File: src/rtl/issue_register_read_if.sv
// Shared types and the RS -> register-read -> FU bundle; the slave modport is the register-read stage.
package issue_register_read_pkg;
   localparam int PHY_REGS   = 64;
   localparam int PHY_W      = $clog2(PHY_REGS);
   localparam int ROB_WIDTH  = 4;
   localparam int DATA_WIDTH = 32;

   typedef struct packed {
      logic [31:0]           addr;
      logic [ROB_WIDTH-1:0]  rob_id;
      logic [6:0]            funct7;
      logic [2:0]            funct3;
      logic [PHY_W-1:0]      rs1_phy;
      logic [PHY_W-1:0]      rs2_phy;
      logic [PHY_W-1:0]      rd_phy;
      logic [31:0]           immediate;
      logic [6:0]            opcode;
      logic                  predict_taken;
      logic [31:0]           predict_target;
      logic [ROB_WIDTH-1:0]  age;
      logic                  valid;
   } RS_ENTRY_t;
endpackage

interface issue_register_read_if;
   localparam int PHY_W      = issue_register_read_pkg::PHY_W;
   localparam int ROB_WIDTH  = issue_register_read_pkg::ROB_WIDTH;
   localparam int DATA_WIDTH = issue_register_read_pkg::DATA_WIDTH;

   logic                                flush;
   issue_register_read_pkg::RS_ENTRY_t  issue_instruction;
   logic                                issue_valid;
   logic                                busy;
   logic [PHY_W-1:0]                    prf_raddr1;
   logic [PHY_W-1:0]                    prf_raddr2;
   logic [DATA_WIDTH-1:0]               prf_rdata1;
   logic [DATA_WIDTH-1:0]               prf_rdata2;
   logic                                wb_valid;
   logic [PHY_W-1:0]                    wb_rd_phy;
   logic [DATA_WIDTH-1:0]               wb_data;
   logic                                ex_valid;
   logic                                ex_ready;
   logic [ROB_WIDTH-1:0]                ex_rob_id;
   logic [PHY_W-1:0]                    ex_rd_phy;
   logic [6:0]                          ex_opcode;
   logic [2:0]                          ex_funct3;
   logic [6:0]                          ex_funct7;
   logic [31:0]                         ex_addr;
   logic [31:0]                         ex_imm;
   logic [DATA_WIDTH-1:0]               ex_op1;
   logic [DATA_WIDTH-1:0]               ex_op2;
   logic                                ex_predict_taken;
   logic [31:0]                         ex_predict_target;

   modport master (
      output flush, issue_instruction, issue_valid, prf_rdata1, prf_rdata2,
             wb_valid, wb_rd_phy, wb_data, ex_ready,
      input  busy, prf_raddr1, prf_raddr2, ex_valid, ex_rob_id, ex_rd_phy,
             ex_opcode, ex_funct3, ex_funct7, ex_addr, ex_imm, ex_op1, ex_op2,
             ex_predict_taken, ex_predict_target
   );

   modport slave (
      input  flush, issue_instruction, issue_valid, prf_rdata1, prf_rdata2,
             wb_valid, wb_rd_phy, wb_data, ex_ready,
      output busy, prf_raddr1, prf_raddr2, ex_valid, ex_rob_id, ex_rd_phy,
             ex_opcode, ex_funct3, ex_funct7, ex_addr, ex_imm, ex_op1, ex_op2,
             ex_predict_taken, ex_predict_target
   );
endinterface

File: src/rtl/issue_register_read.sv
// Register-read stage: S1 reads the PRF (with writeback bypass), S2 latches the FU packet; 2-cycle latency.
// Valid/ready towards the FU; busy stalls the RS while a held S2 blocks S1.
module issue_register_read #(
   parameter int PHY_REGS   = issue_register_read_pkg::PHY_REGS,
   parameter int ROB_WIDTH  = issue_register_read_pkg::ROB_WIDTH,
   parameter int DATA_WIDTH = issue_register_read_pkg::DATA_WIDTH
) (
   input logic                     clk,
   input logic                     rst,
   issue_register_read_if.slave    bus
);
   localparam int PHY_W = $clog2(PHY_REGS);

   issue_register_read_pkg::RS_ENTRY_t s1_ent;
   logic                  s1_valid;
   logic                  flag1, flag2;
   logic [DATA_WIDTH-1:0] byp1, byp2;

   logic                  s2_valid;
   logic [ROB_WIDTH-1:0]  s2_rob_id;
   logic [PHY_W-1:0]      s2_rd_phy;
   logic [6:0]            s2_opcode;
   logic [2:0]            s2_funct3;
   logic [6:0]            s2_funct7;
   logic [31:0]           s2_addr;
   logic [31:0]           s2_imm;
   logic [DATA_WIDTH-1:0] s2_op1, s2_op2;
   logic                  s2_predict_taken;
   logic [31:0]           s2_predict_target;

   logic                  s2_free, s1_adv, accept;
   logic [PHY_W-1:0]      raddr1, raddr2;
   logic                  hit1, hit2;
   logic [DATA_WIDTH-1:0] op1_res, op2_res;
   logic                  unused_fields;

   assign s2_free  = !s2_valid || bus.ex_ready;
   assign s1_adv   = s1_valid && s2_free;
   assign bus.busy = s1_valid && !s2_free && !bus.flush;
   assign accept   = bus.issue_valid && !bus.busy && !bus.flush;

   // A stalled S1 keeps re-reading its own sources so late writebacks are caught.
   assign raddr1 = (s1_valid && !s1_adv) ? s1_ent.rs1_phy : bus.issue_instruction.rs1_phy;
   assign raddr2 = (s1_valid && !s1_adv) ? s1_ent.rs2_phy : bus.issue_instruction.rs2_phy;
   assign bus.prf_raddr1 = raddr1;
   assign bus.prf_raddr2 = raddr2;

   assign hit1 = bus.wb_valid && (bus.wb_rd_phy == raddr1) && (raddr1 != '0);
   assign hit2 = bus.wb_valid && (bus.wb_rd_phy == raddr2) && (raddr2 != '0);

   assign op1_res = (s1_ent.rs1_phy == '0) ? '0 : (flag1 ? byp1 : bus.prf_rdata1);
   assign op2_res = (s1_ent.rs2_phy == '0) ? '0 : (flag2 ? byp2 : bus.prf_rdata2);

   assign unused_fields = ^{s1_ent.age, s1_ent.valid};

   always_ff @(posedge clk or negedge rst) begin
      if (!rst) begin
         s1_valid <= 1'b0;
         s1_ent   <= '0;
         flag1    <= 1'b0;
         flag2    <= 1'b0;
         byp1     <= '0;
         byp2     <= '0;
      end else begin
         flag1 <= hit1;
         flag2 <= hit2;
         if (hit1) byp1 <= bus.wb_data;
         if (hit2) byp2 <= bus.wb_data;
         if (bus.flush) begin
            s1_valid <= 1'b0;
         end else if (accept) begin
            s1_valid <= 1'b1;
            s1_ent   <= bus.issue_instruction;
         end else if (s1_adv) begin
            s1_valid <= 1'b0;
         end
      end
   end

   always_ff @(posedge clk or negedge rst) begin
      if (!rst) begin
         s2_valid          <= 1'b0;
         s2_rob_id         <= '0;
         s2_rd_phy         <= '0;
         s2_opcode         <= '0;
         s2_funct3         <= '0;
         s2_funct7         <= '0;
         s2_addr           <= '0;
         s2_imm            <= '0;
         s2_op1            <= '0;
         s2_op2            <= '0;
         s2_predict_taken  <= 1'b0;
         s2_predict_target <= '0;
      end else if (bus.flush) begin
         s2_valid <= 1'b0;
      end else if (s1_adv) begin
         s2_valid          <= 1'b1;
         s2_rob_id         <= s1_ent.rob_id;
         s2_rd_phy         <= s1_ent.rd_phy;
         s2_opcode         <= s1_ent.opcode;
         s2_funct3         <= s1_ent.funct3;
         s2_funct7         <= s1_ent.funct7;
         s2_addr           <= s1_ent.addr;
         s2_imm            <= s1_ent.immediate;
         s2_op1            <= op1_res;
         s2_op2            <= op2_res;
         s2_predict_taken  <= s1_ent.predict_taken;
         s2_predict_target <= s1_ent.predict_target;
      end else if (bus.ex_ready) begin
         s2_valid <= 1'b0;
      end
   end

   assign bus.ex_valid          = s2_valid;
   assign bus.ex_rob_id         = s2_rob_id;
   assign bus.ex_rd_phy         = s2_rd_phy;
   assign bus.ex_opcode         = s2_opcode;
   assign bus.ex_funct3         = s2_funct3;
   assign bus.ex_funct7         = s2_funct7;
   assign bus.ex_addr           = s2_addr;
   assign bus.ex_imm            = s2_imm;
   assign bus.ex_op1            = s2_op1;
   assign bus.ex_op2            = s2_op2;
   assign bus.ex_predict_taken  = s2_predict_taken;
   assign bus.ex_predict_target = s2_predict_target;
endmodule

File: src/flat_wrapper.sv
// flat-port wrapper written by rule: the top's interface ports become plain ports
module issue_register_read_flat 
#(
   parameter int PHY_REGS   = issue_register_read_pkg::PHY_REGS,
   parameter int ROB_WIDTH  = issue_register_read_pkg::ROB_WIDTH,
   parameter int DATA_WIDTH = issue_register_read_pkg::DATA_WIDTH
)
  (clk, rst, bus_flush, bus_issue_instruction, bus_issue_valid, bus_prf_rdata1, bus_prf_rdata2, bus_wb_valid, bus_wb_rd_phy, bus_wb_data, bus_ex_ready, bus_busy, bus_prf_raddr1, bus_prf_raddr2, bus_ex_valid, bus_ex_rob_id, bus_ex_rd_phy, bus_ex_opcode, bus_ex_funct3, bus_ex_funct7, bus_ex_addr, bus_ex_imm, bus_ex_op1, bus_ex_op2, bus_ex_predict_taken, bus_ex_predict_target);
  issue_register_read_if bus_i ();
  input logic clk;
  input logic rst;
  input wire logic [$bits(bus_i.flush)-1:0] bus_flush;
  input wire logic [$bits(bus_i.issue_instruction)-1:0] bus_issue_instruction;
  input wire logic [$bits(bus_i.issue_valid)-1:0] bus_issue_valid;
  input wire logic [$bits(bus_i.prf_rdata1)-1:0] bus_prf_rdata1;
  input wire logic [$bits(bus_i.prf_rdata2)-1:0] bus_prf_rdata2;
  input wire logic [$bits(bus_i.wb_valid)-1:0] bus_wb_valid;
  input wire logic [$bits(bus_i.wb_rd_phy)-1:0] bus_wb_rd_phy;
  input wire logic [$bits(bus_i.wb_data)-1:0] bus_wb_data;
  input wire logic [$bits(bus_i.ex_ready)-1:0] bus_ex_ready;
  output wire logic [$bits(bus_i.busy)-1:0] bus_busy;
  output wire logic [$bits(bus_i.prf_raddr1)-1:0] bus_prf_raddr1;
  output wire logic [$bits(bus_i.prf_raddr2)-1:0] bus_prf_raddr2;
  output wire logic [$bits(bus_i.ex_valid)-1:0] bus_ex_valid;
  output wire logic [$bits(bus_i.ex_rob_id)-1:0] bus_ex_rob_id;
  output wire logic [$bits(bus_i.ex_rd_phy)-1:0] bus_ex_rd_phy;
  output wire logic [$bits(bus_i.ex_opcode)-1:0] bus_ex_opcode;
  output wire logic [$bits(bus_i.ex_funct3)-1:0] bus_ex_funct3;
  output wire logic [$bits(bus_i.ex_funct7)-1:0] bus_ex_funct7;
  output wire logic [$bits(bus_i.ex_addr)-1:0] bus_ex_addr;
  output wire logic [$bits(bus_i.ex_imm)-1:0] bus_ex_imm;
  output wire logic [$bits(bus_i.ex_op1)-1:0] bus_ex_op1;
  output wire logic [$bits(bus_i.ex_op2)-1:0] bus_ex_op2;
  output wire logic [$bits(bus_i.ex_predict_taken)-1:0] bus_ex_predict_taken;
  output wire logic [$bits(bus_i.ex_predict_target)-1:0] bus_ex_predict_target;
  assign bus_i.flush = bus_flush;
  assign bus_i.issue_instruction = bus_issue_instruction;
  assign bus_i.issue_valid = bus_issue_valid;
  assign bus_i.prf_rdata1 = bus_prf_rdata1;
  assign bus_i.prf_rdata2 = bus_prf_rdata2;
  assign bus_i.wb_valid = bus_wb_valid;
  assign bus_i.wb_rd_phy = bus_wb_rd_phy;
  assign bus_i.wb_data = bus_wb_data;
  assign bus_i.ex_ready = bus_ex_ready;
  assign bus_busy = bus_i.busy;
  assign bus_prf_raddr1 = bus_i.prf_raddr1;
  assign bus_prf_raddr2 = bus_i.prf_raddr2;
  assign bus_ex_valid = bus_i.ex_valid;
  assign bus_ex_rob_id = bus_i.ex_rob_id;
  assign bus_ex_rd_phy = bus_i.ex_rd_phy;
  assign bus_ex_opcode = bus_i.ex_opcode;
  assign bus_ex_funct3 = bus_i.ex_funct3;
  assign bus_ex_funct7 = bus_i.ex_funct7;
  assign bus_ex_addr = bus_i.ex_addr;
  assign bus_ex_imm = bus_i.ex_imm;
  assign bus_ex_op1 = bus_i.ex_op1;
  assign bus_ex_op2 = bus_i.ex_op2;
  assign bus_ex_predict_taken = bus_i.ex_predict_taken;
  assign bus_ex_predict_target = bus_i.ex_predict_target;
  issue_register_read #(.PHY_REGS(PHY_REGS), .ROB_WIDTH(ROB_WIDTH), .DATA_WIDTH(DATA_WIDTH)) u_core (.clk(clk), .rst(rst), .bus(bus_i));
endmodule
File: config.mk
export PLATFORM = sky130hd
export DESIGN_NAME = issue_register_read_flat
export DESIGN_NICKNAME = d
export VERILOG_FILES = /design/src/rtl/issue_register_read_if.sv /design/src/rtl/issue_register_read.sv /design/src/flat_wrapper.sv
export SDC_FILE = /design/constraint.sdc
export NUM_CORES = 1
export LEC_CHECK = 0
export BUFFER_PORTS_ARGS = -buffer_cell sky130_fd_sc_hd__buf_2
export CORE_MARGIN = 2
export CORE_UTILIZATION = 25
export DETAILED_ROUTE_END_ITERATION = 16
export HOLD_SLACK_MARGIN = 0.06
export SKIP_LAST_GASP = 1
export SLEW_MARGIN = 20
export SYNTH_ARGS = -nofsm -noshare
export SYNTH_HDL_FRONTEND = slang
export SYNTH_SLANG_ARGS = --single-unit
File: constraint.sdc
create_clock -name clk -period 5.47 [get_ports clk]
set_clock_uncertainty 0.15 [all_clocks]
set_input_delay 1.094 -clock clk [delete_from_list [all_inputs] [get_ports clk]]
set_output_delay 1.094 -clock clk [all_outputs]
set_load 0.02 [all_outputs]
# Yosys cells after proc, flatten, opt, wreduce, memory -nomap -nowiden
# Index checks and enable logic that the tools add are counted.
# W data, S select, Z words.
classes:
  n_mul: 0
  magnitude_cmp: 0
  shift: 0
  div_mod_pow: 0
  mux: 12
  eq_ne: 2
  n_reduce_logical: 24
  bitwise_logic: 1
  n_addsub: 0
ops:
  columns: ["op", "count"]
  rows:
  - ["$mux W32", 4]
  - ["$eq A6 B6 Y1", 2]
  - ["$logic_not A6 Y1", 2]
  - ["$mux W6", 2]
  - ["$reduce_bool A6 Y1", 2]
  - ["$logic_and A1 B1 Y1", 10]
  - ["$mux W1", 6]
  - ["$reduce_bool A3 Y1", 2]
  - ["$logic_not A1 Y1", 5]
  - ["$reduce_and A2 Y1", 2]
  - ["$logic_or A1 B1 Y1", 1]
  - ["$not A1 Y1", 1]
totals:
  mem_count: 0
  register_bits: 392
  wordCells: 67
  output_inout_bits: 202
  ramBits: 0
  mem_bits_ro: 0
  latchBits: 0
  in_bits: 249

# Depth between registers and ports, before layout
depth:
  depth_word: 10
  depth_mapped: 9
  ltp_nobuf: 6

# Least setup slack after synthesis
# OpenSTA, ideal clock, no wires.
synth_path:
  path_type: "in2out"
  from: "input port bus_ex_ready"
  to: "output port bus_prf_raddr1[3]"
  path_buffers: 2
  required_ps: 4226
  arrival_ps: 2086
  cell_stages: 4
  path_slack_ps: 2140
  path_cell_list: "nand3b_4 buf_6 buf_2 o21ai_0"
synth_between:
  elab_chain_len: 5
synth_rtl:
  columns: ["item", "line_no", "rtl"]
  rows:
  - ["start: declaration", "flat_wrapper.sv:20", "input wire logic [$bits(bus_i.ex_ready)-1:0] bus_ex_ready;"]
  - ["$logic_or A1 B1 Y1", "issue_register_read.sv:37", "assign s2_free = !s2_valid || bus.ex_ready;"]
  - ["$logic_and A1 B1 Y1", "issue_register_read.sv:38", "assign s1_adv = s1_valid && s2_free;"]
  - ["$logic_not A1 Y1", "issue_register_read.sv:43", "assign raddr1 = (s1_valid && !s1_adv) ? s1_ent.rs1_phy : bus.issue_instruction.rs1_phy;"]
  - ["$logic_and A1 B1 Y1", "issue_register_read.sv:43", null]
  - ["$mux W6", "issue_register_read.sv:43", null]
  - ["end: declaration", "flat_wrapper.sv:22", "output wire logic [$bits(bus_i.prf_raddr1)-1:0] bus_prf_raddr1;"]
# Every way passes these cells.

# Worst setup path after layout
layout_path:
  from: "input port bus_ex_ready"
  to: "output port bus_prf_raddr2[2]"
layout_between:
  elab_chain_len: 5
layout_rtl:
  columns: ["item", "line_no", "rtl"]
  rows:
  - ["$logic_or A1 B1 Y1", "issue_register_read.sv:37", null]
  - ["$logic_and A1 B1 Y1", "issue_register_read.sv:38", null]
  - ["$logic_not A1 Y1", "issue_register_read.sv:44", "assign raddr2 = (s1_valid && !s1_adv) ? s1_ent.rs2_phy : bus.issue_instruction.rs2_phy;"]
  - ["$logic_and A1 B1 Y1", "issue_register_read.sv:44", null]
  - ["$mux W6", "issue_register_read.sv:44", null]
  - ["end: declaration", "flat_wrapper.sv:23", "output wire logic [$bits(bus_i.prf_raddr2)-1:0] bus_prf_raddr2;"]
# Every way passes these cells.

==> impl_metrics.ini <==
[floorplanning]
die_x_um = 255
die_h_um = 255
dieArea_mm2 = 0.0648
rows = 91
fp.coreArea_mm2 = 0.0619
ios = 451
start_util_pct = 25.4

[layout]
final_core_util_pct = 32.9
finalNonFillerCells = 2649
final_common_cell = nand2_1
drive_gt1_share_pct = 41.3
final_cell_mix = 463 x nand2_1, 444 x buf_2, 390 x dfrtp_1, 167 x mux2_2, 76 x o21ai_0
final_area_mm2 = 0.0204
fin_nets = 2028
area_delta_synth_final_pct = 29.9

[logic_synthesis]
synth_fp_nets = 1589
netlist_area_mm2 = 0.0157
syn-instance-count = 1340
muxShareOfSynthArea_pct = 18.9
synth_top_family_by_area = multiplexers
synth-seq-cells = 392
synth_xor_area_share_pct = 0.558
synth_compound_area_share_pct = 3.20
yosys_warnings = 0
synthSimpleGateAreaFrac_pct = 12.4
synth_adder_area_share_pct = 0
ys_seq_area_share_pct = 62.5
synthDistinctLibCells = 38
avgSynthCellArea_um2 = 11.7

[worst_setup_path]
cp-start-kind = input pin
crit_path_top_delay_cell = and3b_1
cp_common_cell = buf_2
cp_data_arrival_time_ns = 2.53
path_max_fanout = 19
worstSetupPathType = input pin to output port
required_ns = 4.23
end_kind = output port
critical_path.max_stage_delay_ns = 0.75
cp_cell_sequence = buf_2 > and3b_1 > nor2_1 > a21oi_1 > inv_1 > buf_2

[global_routing]
use_met3_pct = 4.82
grt_busiest_layer = met2
grt_pass1_vias = 12000
grt_use_total_pct = 13.7
grt_remaining_overflow = 0
antenna_found_initial = 8
met2_usage_pct = 22.5
grt_max_degree = 127
grt_pass1_wl_mm = 69.2
use_met1_pct = 16.8

[placement]
dp.cells = 2568
io_buffers = 445
pre_cts_slack_ns = 1.27
dp_hpwl_mm = 31.2
placed_cell_area_mm2 = 0.0189
gp_congestion = 0.803

[drt]
ant_nets = 0
first_pass_iters = 5
wirelength_mm = 45.4
drc = 0
vias = 11500
vias_per_cell = 4.33
drt-wirelength-per-cell_um = 17.1
drt_iter0_markers = 657

[timing]
worstMarginPinSlew_ns = 1.01
fin_tns_setup_ns = 0
grt_setup_unrepaired = no
fin_crit_ns = 3.77
setup_viol = 0
fmax_mhz = 265
period_share_pct = 69.0
finalHoldViolations = 0
slew_violations = 0
fin_ws_ns = 1.70
maxSlewHeadroom_pct = 32.6
hold_slack_ns = 0.308

[hold_path]
hold_path.class = flip-flop to flip-flop

[clock_network]
cts_tree = built
cts_sinks = 392
root_buffer = clkbuf_16
cts_max_level = 2
clk_latency_ns = 0.57
cts_buffer_depth = 3
cts_resized = 0
cts_buffers = 45
cts_setup_buffers = 0
clk_pin_slew_worst_paths_ns = 0.06
cts_hold_buf = 0

[job]
maxCapViolations = 0

[outcome]
outcome = finished clean

[pwr]
power.leakage_nw = 10.3
vdd_drop_max_mv = 0.290
power_density_mw_per_mm2 = 410
p_total_mw = 8.36
-- area by class of cell --
class	count	area (um2)
antenna	2	5.00
fill	6307	41500
timing repair buffer	468	2480
clock inverter	13	150
sequential	392	9810
tap	837	1050
multi-input combinational	859	5550
clock buffer	65	1300
inverter	13	48.8
-- power breakdown --
group          internal, mW  total, mW  switching [mW]  leakage, nW
Sequential             3.47       3.78           0.309         4.85
Combinational         0.666       1.62           0.959         4.70
Clock                  1.75       2.96            1.21        0.709
-- sequential cells by signal, summed over array words and instances, names as in the netlist, 32 cells and up --
name	count
u_core.bus.ex_addr	32
u_core.bus.ex_imm	32
u_core.bus.ex_op1	32
u_core.bus.ex_op2	32
u_core.bus.ex_predict_target	32
u_core.byp1	32
u_core.byp2	32
u_core.s1_ent	136
-- cells in the mapped netlist --
cell	number	area, um2
o21ai_0	77	385
dfrtp_1	392	9810
buf_1	5	18.8
clkbuf_1	49	184
and3_1	3	18.8
a21oi_1	5	25.0
buf_2	16	80.1
a311o_1	1	10.0
a221oi_1	2	17.5
nand2_2	4	25.0
o2111ai_1	1	8.76
or3b_2	1	8.76
or4b_1	1	10.0
a211oi_1	1	7.51
a222oi_1	1	10.0
mux2_2	167	1880
o41ai_1	1	8.76
nand2_1	463	1740
xor2_1	6	52.6
nor4_1	3	18.8
mux2i_1	65	651
nor4_2	1	12.5
clkbuf_2	1	5.00
o22ai_1	2	12.5
nand3b_4	1	20.0
inv_1	12	45.0
inv_2	1	3.75
and3b_1	1	8.76
nor2_1	9	33.8
nor2b_1	1	6.26
buf_6	5	56.3
nor3_1	4	20.0
xnor2_1	4	35.0
nor3b_1	1	7.51
mux2_4	29	435
o221ai_1	2	17.5
or3_1	1	6.26
nor3b_2	1	12.5
-- worst max-delay path, delay by kind of cell --
kind	cells	cell delay [ns]
simple gates	2	0.83
buf+inv	3	0.40
compound gates	1	0.19
-- worst paths after layout --
| path | from | end | slack (ns) | depth (start not counted) |
|---|---|---|---|---|
| max | bus_ex_ready | bus_prf_raddr2[2] | 1.70 | 6 |
| max reg2reg | u_core.s1_valid$_DFFE_PN0P_ | u_core.byp2[30]$_DFFE_PN0P_ | 2.09 | 6 |
| min | u_core.s1_ent[60]$_DFFE_PN0P_ | u_core.bus.ex_imm[15]$_DFFE_PN0P_ | 0.31 | 2 |
| min reg2reg | u_core.s1_ent[60]$_DFFE_PN0P_ | u_core.bus.ex_imm[15]$_DFFE_PN0P_ | 0.31 | 2 |
| min in group asynchronous | rst | u_core.byp1[15]$_DFFE_PN0P_ | 0.49 | 1 |
| max in group asynchronous | rst | u_core.bus.ex_imm[10]$_DFFE_PN0P_ | 3.37 | 2 |
-- routing by layer --
metal  share of wire [%]  routed length [um]
met1                  42               18900
met2                  47               21400
met3                 8.6                3920
met4                 2.4                1070
met5                0.16                  71
-- logic make-up after synthesis --
group / after synthesis
buffers and inverters: 89
AOI/OAI and AO/OA: 93
muxes: 261
DFF: 392
xor gates and xnor gates: 10
and+or+nand+nor: 495
No activity file was read; power rests on OpenSTA's default activity.
